$ cat config.mk
export PLATFORM = sky130hd
export DESIGN_NAME = alu_issue
export DESIGN_NICKNAME = d
export VERILOG_FILES = /design/src/rtl/alu_issue.sv
export SDC_FILE = /design/constraint.sdc
export NUM_CORES = 2
export LEC_CHECK = 0
export CAP_MARGIN = 10
export CORE_MARGIN = 2
export CORE_UTILIZATION = 57
export DETAILED_ROUTE_END_ITERATION = 10
export GPL_TIMING_DRIVEN = 0
export PLACE_DENSITY_LB_ADDON = 0.1
export SYNTH_ARGS = -nofsm -noshare
export SYNTH_HDL_FRONTEND = slang
export SYNTH_SLANG_ARGS = --single-unit
$ cat constraint.sdc
create_clock -name clk -period 37.2 [get_ports clk]
set_clock_uncertainty 0.05 [all_clocks]
set_input_delay 7.44 -clock clk [delete_from_list [all_inputs] [get_ports clk]]
set_output_delay 7.44 -clock clk [all_outputs]
set_load 0.05 [all_outputs]
$ cat src/rtl/alu_issue.sv
// rtl/alu_issue.sv - RV32I integer ALU issue/writeback controller driving an external combinational alu
// Optional LUI decode is enabled by defining ALU_ISSUE_LUI_EN.

`ifndef ALU_VH
`define ALU_VH
`define ALUOP_WIDTH 4
`define ALUOP_ADD  4'd0
`define ALUOP_SUB  4'd1
`define ALUOP_SLL  4'd2
`define ALUOP_SLT  4'd3
`define ALUOP_SLTU 4'd4
`define ALUOP_XOR  4'd5
`define ALUOP_SRL  4'd6
`define ALUOP_SRA  4'd7
`define ALUOP_OR   4'd8
`define ALUOP_AND  4'd9
`endif

module alu_issue (
   input  logic                    clk,
   input  logic                    rst,
   input  logic                    instr_valid,
   output logic                    instr_ready,
   input  logic [31:0]             instr,
   output logic [`ALUOP_WIDTH-1:0] alu_op,
   output logic [31:0]             alu_rs1,
   output logic [31:0]             alu_rs2,
   input  logic [31:0]             alu_rd,
   output logic                    wb_valid,
   output logic [4:0]              wb_idx,
   output logic [31:0]             wb_data,
   output logic                    illegal,
   input  logic [4:0]              dbg_idx,
   output logic [31:0]             dbg_data
);

   typedef enum logic [1:0] {S_IDLE, S_EXEC, S_WB} state_t;

   localparam logic [6:0] OPC_OP     = 7'b0110011;
   localparam logic [6:0] OPC_OP_IMM = 7'b0010011;
   localparam logic [6:0] OPC_LUI    = 7'b0110111;
   localparam logic [6:0] F7_ZERO    = 7'h00;
   localparam logic [6:0] F7_ALT     = 7'h20;

   state_t                    state;
   state_t                    state_nxt;
   logic [31:0]               regs [0:31];
   logic [4:0]                rd_q;
   logic                      accept;

   logic [6:0]                opcode;
   logic [2:0]                funct3;
   logic [6:0]                funct7;
   logic [4:0]                rs1_idx;
   logic [4:0]                rs2_idx;
   logic [31:0]               rs1_val;
   logic [31:0]               rs2_val;

   logic                      dec_legal;
   logic [`ALUOP_WIDTH-1:0]   dec_op;
   logic [31:0]               dec_rs1;
   logic [31:0]               dec_rs2;

   assign opcode  = instr[6:0];
   assign funct3  = instr[14:12];
   assign funct7  = instr[31:25];
   assign rs1_idx = instr[19:15];
   assign rs2_idx = instr[24:20];

   // x0 is never written, but the explicit zero keeps reads correct regardless
   assign rs1_val  = (rs1_idx == 5'd0) ? 32'd0 : regs[rs1_idx];
   assign rs2_val  = (rs2_idx == 5'd0) ? 32'd0 : regs[rs2_idx];
   assign dbg_data = (dbg_idx == 5'd0) ? 32'd0 : regs[dbg_idx];

   assign accept = instr_valid && (state == S_IDLE);

   function automatic logic [`ALUOP_WIDTH-1:0] f3_to_op(input logic [2:0] f3);
      case (f3)
         3'b000:  f3_to_op = `ALUOP_ADD;
         3'b001:  f3_to_op = `ALUOP_SLL;
         3'b010:  f3_to_op = `ALUOP_SLT;
         3'b011:  f3_to_op = `ALUOP_SLTU;
         3'b100:  f3_to_op = `ALUOP_XOR;
         3'b101:  f3_to_op = `ALUOP_SRL;
         3'b110:  f3_to_op = `ALUOP_OR;
         default: f3_to_op = `ALUOP_AND;
      endcase
   endfunction

   always_comb begin
      dec_legal = 1'b0;
      dec_op    = `ALUOP_ADD;
      dec_rs1   = rs1_val;
      dec_rs2   = rs2_val;
      case (opcode)
         OPC_OP: begin
            dec_op = f3_to_op(funct3);
            if (funct7 == F7_ZERO) begin
               dec_legal = 1'b1;
            end else if (funct7 == F7_ALT) begin
               if (funct3 == 3'b000) begin
                  dec_legal = 1'b1;
                  dec_op    = `ALUOP_SUB;
               end else if (funct3 == 3'b101) begin
                  dec_legal = 1'b1;
                  dec_op    = `ALUOP_SRA;
               end
            end
         end
         OPC_OP_IMM: begin
            dec_op  = f3_to_op(funct3);
            dec_rs2 = {{20{instr[31]}}, instr[31:20]};
            if (funct3 == 3'b001 || funct3 == 3'b101) begin
               // shift immediates: upper bits select SRL/SRA and must be otherwise clean
               dec_rs2 = {27'd0, instr[24:20]};
               if (funct7 == F7_ZERO) begin
                  dec_legal = 1'b1;
               end else if (funct7 == F7_ALT && funct3 == 3'b101) begin
                  dec_legal = 1'b1;
                  dec_op    = `ALUOP_SRA;
               end
            end else begin
               dec_legal = 1'b1;
            end
         end
`ifdef ALU_ISSUE_LUI_EN
         OPC_LUI: begin
            dec_legal = 1'b1;
            dec_op    = `ALUOP_ADD;
            dec_rs1   = 32'd0;
            dec_rs2   = {instr[31:12], 12'd0};
         end
`endif
         default: dec_legal = 1'b0;
      endcase
   end

   always_ff @(posedge clk or posedge rst) begin
      if (rst) begin
         state <= S_IDLE;
      end else begin
         state <= state_nxt;
      end
   end

   always_comb begin
      state_nxt = state;
      case (state)
         S_IDLE:  if (accept && dec_legal) state_nxt = S_EXEC;
         S_EXEC:  state_nxt = S_WB;
         S_WB:    state_nxt = S_IDLE;
         default: state_nxt = S_IDLE;
      endcase
   end

   always_comb begin
      instr_ready = (state == S_IDLE);
      wb_valid    = (state == S_WB);
   end

   always_ff @(posedge clk or posedge rst) begin
      if (rst) begin
         alu_op  <= `ALUOP_ADD;
         alu_rs1 <= 32'd0;
         alu_rs2 <= 32'd0;
         rd_q    <= 5'd0;
         wb_data <= 32'd0;
         wb_idx  <= 5'd0;
         illegal <= 1'b0;
      end else begin
         illegal <= accept && !dec_legal;
         if (accept && dec_legal) begin
            alu_op  <= dec_op;
            alu_rs1 <= dec_rs1;
            alu_rs2 <= dec_rs2;
            rd_q    <= instr[11:7];
         end
         if (state == S_EXEC) begin
            wb_data <= alu_rd;
            wb_idx  <= rd_q;
         end
      end
   end

   always_ff @(posedge clk or posedge rst) begin
      if (rst) begin
         for (int i = 0; i < 32; i++) begin
            regs[i] <= 32'd0;
         end
      end else if (state == S_WB && wb_idx != 5'd0) begin
         regs[wb_idx] <= wb_data;
      end
   end

endmodule
==> flow_summary.ini <==
[run_status]
status = complete, but fails checks
violations = DRC, capacitance limit, slew limit

[drt]
routed_wl_um = 280000
wl_per_cell_um = 41.9
drcViolationCount = 1
dr_total_vias = 51500
dr.pass1.iters = 11
avgViaCountPerCell = 7.71
ant_nets = 0
drt_iter0_drc = 8608

[critical_path]
cp-end-kind = output port
reg2reg_to = rd_q[4]
timing.critical_path.from_type = input port
worst-path-stages = 8
cp.required_ns = 29.71
cp_slowest_stage_delay_ns = 1.09
crit_arrival_ns = 12.29
crit_top_cell = clkbuf_1
crit_buf_inv = 5
path_max_fanout = 10
path_cells = clkbuf_1 > clkbuf_1 > clkbuf_1 > or4_1 > nor2_1 > clkbuf_1 > nor2_1 > clkdlybuf4s50_1
cp_top_family = buffers and inverters
worstReg2RegStart = state[0]
startpoint = dbg_idx[0]
critical_path_class = input port to output port
rrSetupSlack_ns = 33.12
endpoint = dbg_data[20]
reg2reg_depth = 7
critPathSlowestCell = clkbuf_1

[floorplan]
initial_utilization_pct = 57.4
num_rows = 125
die_area_sq_um = 120000
die_x_um = 346
core_area_sq_um = 116000
ios = 212
die_h_um = 346

[synth]
synth-main-ff-cell = dfrtp_1
syn-num-nets = 4717
synth_edf_count = 0
synth_area_sq_um = 66600
async_flop_share_pct = 100
netlist_instances = 4645
avgSynthCellArea_sq_um = 14.3
synth_seq_cells = 1137
synth_cell_types = 51
ys_seq_area_share_pct = 42.7
yosysWarnings = 0

[timing]
final-setup-viol-count = 0
drv_slew = 11
fin_tns_setup_ns = 0
rsz0062_at_grt = no
finalCritPeriodShare_pct = 53.2
fmax_ghz = 0.0506
hold_viol = 0
fin_ws_ns = 17.42
worstMarginPinSlew_ns = 1.55
slew_headroom_pct = -3.65
min_period_ns = 19.78

[place]
dp_slack_ns = 17.74
portBuffers = 203
gp_congestion = 1.00
dpl.hpwl_um = 201000

[clock_network]
ctsHoldBuffers = 0
cts_tree = built
cts_buffers = 133
cts_max_path_buffers = 3
numClockSinks = 1137
h-tree-depth = 4
root_buffer = clkbuf_16
path_clk_slew_ns = 0.06
cts_setup_buffers = 0
ctsResizeCount = 0
clk_latency_ns = 0.78

[power]
ir_worst_vdd_uv = 44.0
power_density_nw_per_um2 = 39.0
leakage_nw = 33.7

[global_route]
grt_max_degree = 43
grt-ovfl-total = 0
grt_pass1_wl_um = 386000
grt_pass1_vias = 49900
antenna_found_initial = 26
groute.usage.overall_pct = 46.6

[flow_run]
cap_viol_max_count = 1

[final_layout]
area_growth_pct = 14.5
nets = 5122
drive_above_1_share_pct = 39.7

[min_path]
hold_class = register to register
per-layer routing:
metal | track usage [%] | routed length [um] | vias up
li1 | - | - | 19200
met1 | 59.8 | 100000 | 26900
met2 | 62.3 | 113000 | 4353
met3 | 25.6 | 47100 | 1102
met4 | 26.0 | 19200 | 32
met5 | 2.24 | 696 | -
per-stage QoR:
| stage | hold slack, ns | util [%] | cell area, sq um | total power [mW] | cells |
|---|---|---|---|---|---|
| CTS | 0.429 | 65.5 | 76000 | 2.95 | 6654 |
| finish | 0.432 | 65.7 | 76200 | 2.97 | 6681 |
| detailed placement | 0.410 | 61.6 | 71500 | 1.60 | 6426 |
| floorplan | 0.383 | - | 66600 | 1.45 | 4645 |
| global placement | 0.396 | 60.8 | 70500 | 1.59 | 6372 |
| global route | 0.454 | 65.6 | 76200 | 3.02 | 6667 |
registers in the layout, summed over array words and instances (netlist names):
| name | cells |
|---|---|
| alu_op | 4 |
| state | 2 |
| wb_idx | 5 |
| rd_q | 5 |
| alu_rs1 | 32 |
| regs | 1024 |
| wb_data | 32 |
| alu_rs2 | 32 |
| illegal | 1 |
area by class of cell:
cell class	count	area, sq um
Antenna cell	14	35.0
Buffer	540	2110
Clock buffer	194	4030
Clock inverter	34	430
Fill cell	8735	39900
Inverter	7	30.0
Multi-Input combinational cell	2961	36000
Sequential cell	1137	28500
Tap cell	1524	1910
Timing Repair Buffer	270	3220
cells in the mapped netlist (all sizes together), types with 33 or more instances:
master | number | area share, %
nand2 | 94 | 0.53
clkbuf | 373 | 2.1
mux4 | 641 | 22
nand3 | 40 | 0.30
mux2i | 422 | 6.3
o21a | 33 | 0.37
buf | 167 | 1.0
a21oi | 52 | 0.40
dfrtp | 1137 | 43
nor2 | 124 | 0.70
o21ai | 39 | 0.29
a211o | 38 | 0.50
a22oi | 53 | 0.60
mux2 | 1064 | 18
a221oi | 178 | 2.3
o211ai | 33 | 0.37
kinds of logic (layout without fill, tap and decap cells):
| family | Yosys count | in the layout | share of synthesized area, % |
|---|---|---|---|
| AND/OR/NAND/NOR | 307 | 307 | 2.00 |
| flip-flops | 1137 | 1137 | 42.7 |
| other | 0 | 14 | 0 |
| buffers and inverters | 547 | 1045 | 3.19 |
| multiplexers | 2127 | 2127 | 46.0 |
| XOR/XNOR | 1 | 1 | 0.0132 |
| AO/OA/AOI/OAI | 526 | 526 | 6.01 |
layout by cell type (no fill, tap or decap), types with 8 or more instances in the layout:
master,Yosys,routed
a22oi_1,53,53
nand2_1,94,94
a211o_1,38,38
nor2_1,124,124
o22ai_1,30,30
bufinv_16,0,10
diode_2,0,14
a21oi_1,51,51
dfrtp_1,1137,1137
o21ai_0,39,39
o221ai_1,28,28
clkbuf_1,373,391
clkinv_2,0,21
mux2i_1,422,422
buf_1,119,115
nand3_1,40,40
buf_2,44,48
a31oi_1,9,9
mux4_2,641,641
mux2_2,1064,1064
a221oi_1,178,178
buf_12,0,32
a211oi_1,19,19
o211ai_1,33,33
o21a_1,33,33
buf_8,0,32
clkdlybuf4s50_1,0,203
nor3_1,11,11
nor2b_1,8,8
clkbuf_8,0,30
clkbuf_16,0,141
worst min-delay path by stage:
stage / startpoint / to / slack, ns / cells after the start
final: alu_op[3] / alu_op[3] / 0.43 / 2
after global routing: alu_op[3] / alu_op[3] / 0.45 / 2
after CTS: regs[996] / regs[996] / 0.43 / 1
after detailed placement: rd_q[0] / rd_q[0] / 0.41 / 2
after global placement: rd_q[1] / rd_q[1] / 0.40 / 2
after floorplan: rd_q[0] / rd_q[0] / 0.38 / 2
tightest hold or removal path, cell delays in order (launching register included):
cell,delay (ns)
dfrtp_1,0.34
nand2_1,0.05
o31ai_1,0.05
report_power, final:
group | internal [mW] | leakage [nW] | switching [mW]
Combinational | 0.0959 | 15.6 | 0.248
Sequential | 1.24 | 15.9 | 0.0131
Clock | 0.816 | 2.21 | 0.555
(Power assumes the default switching activity.)
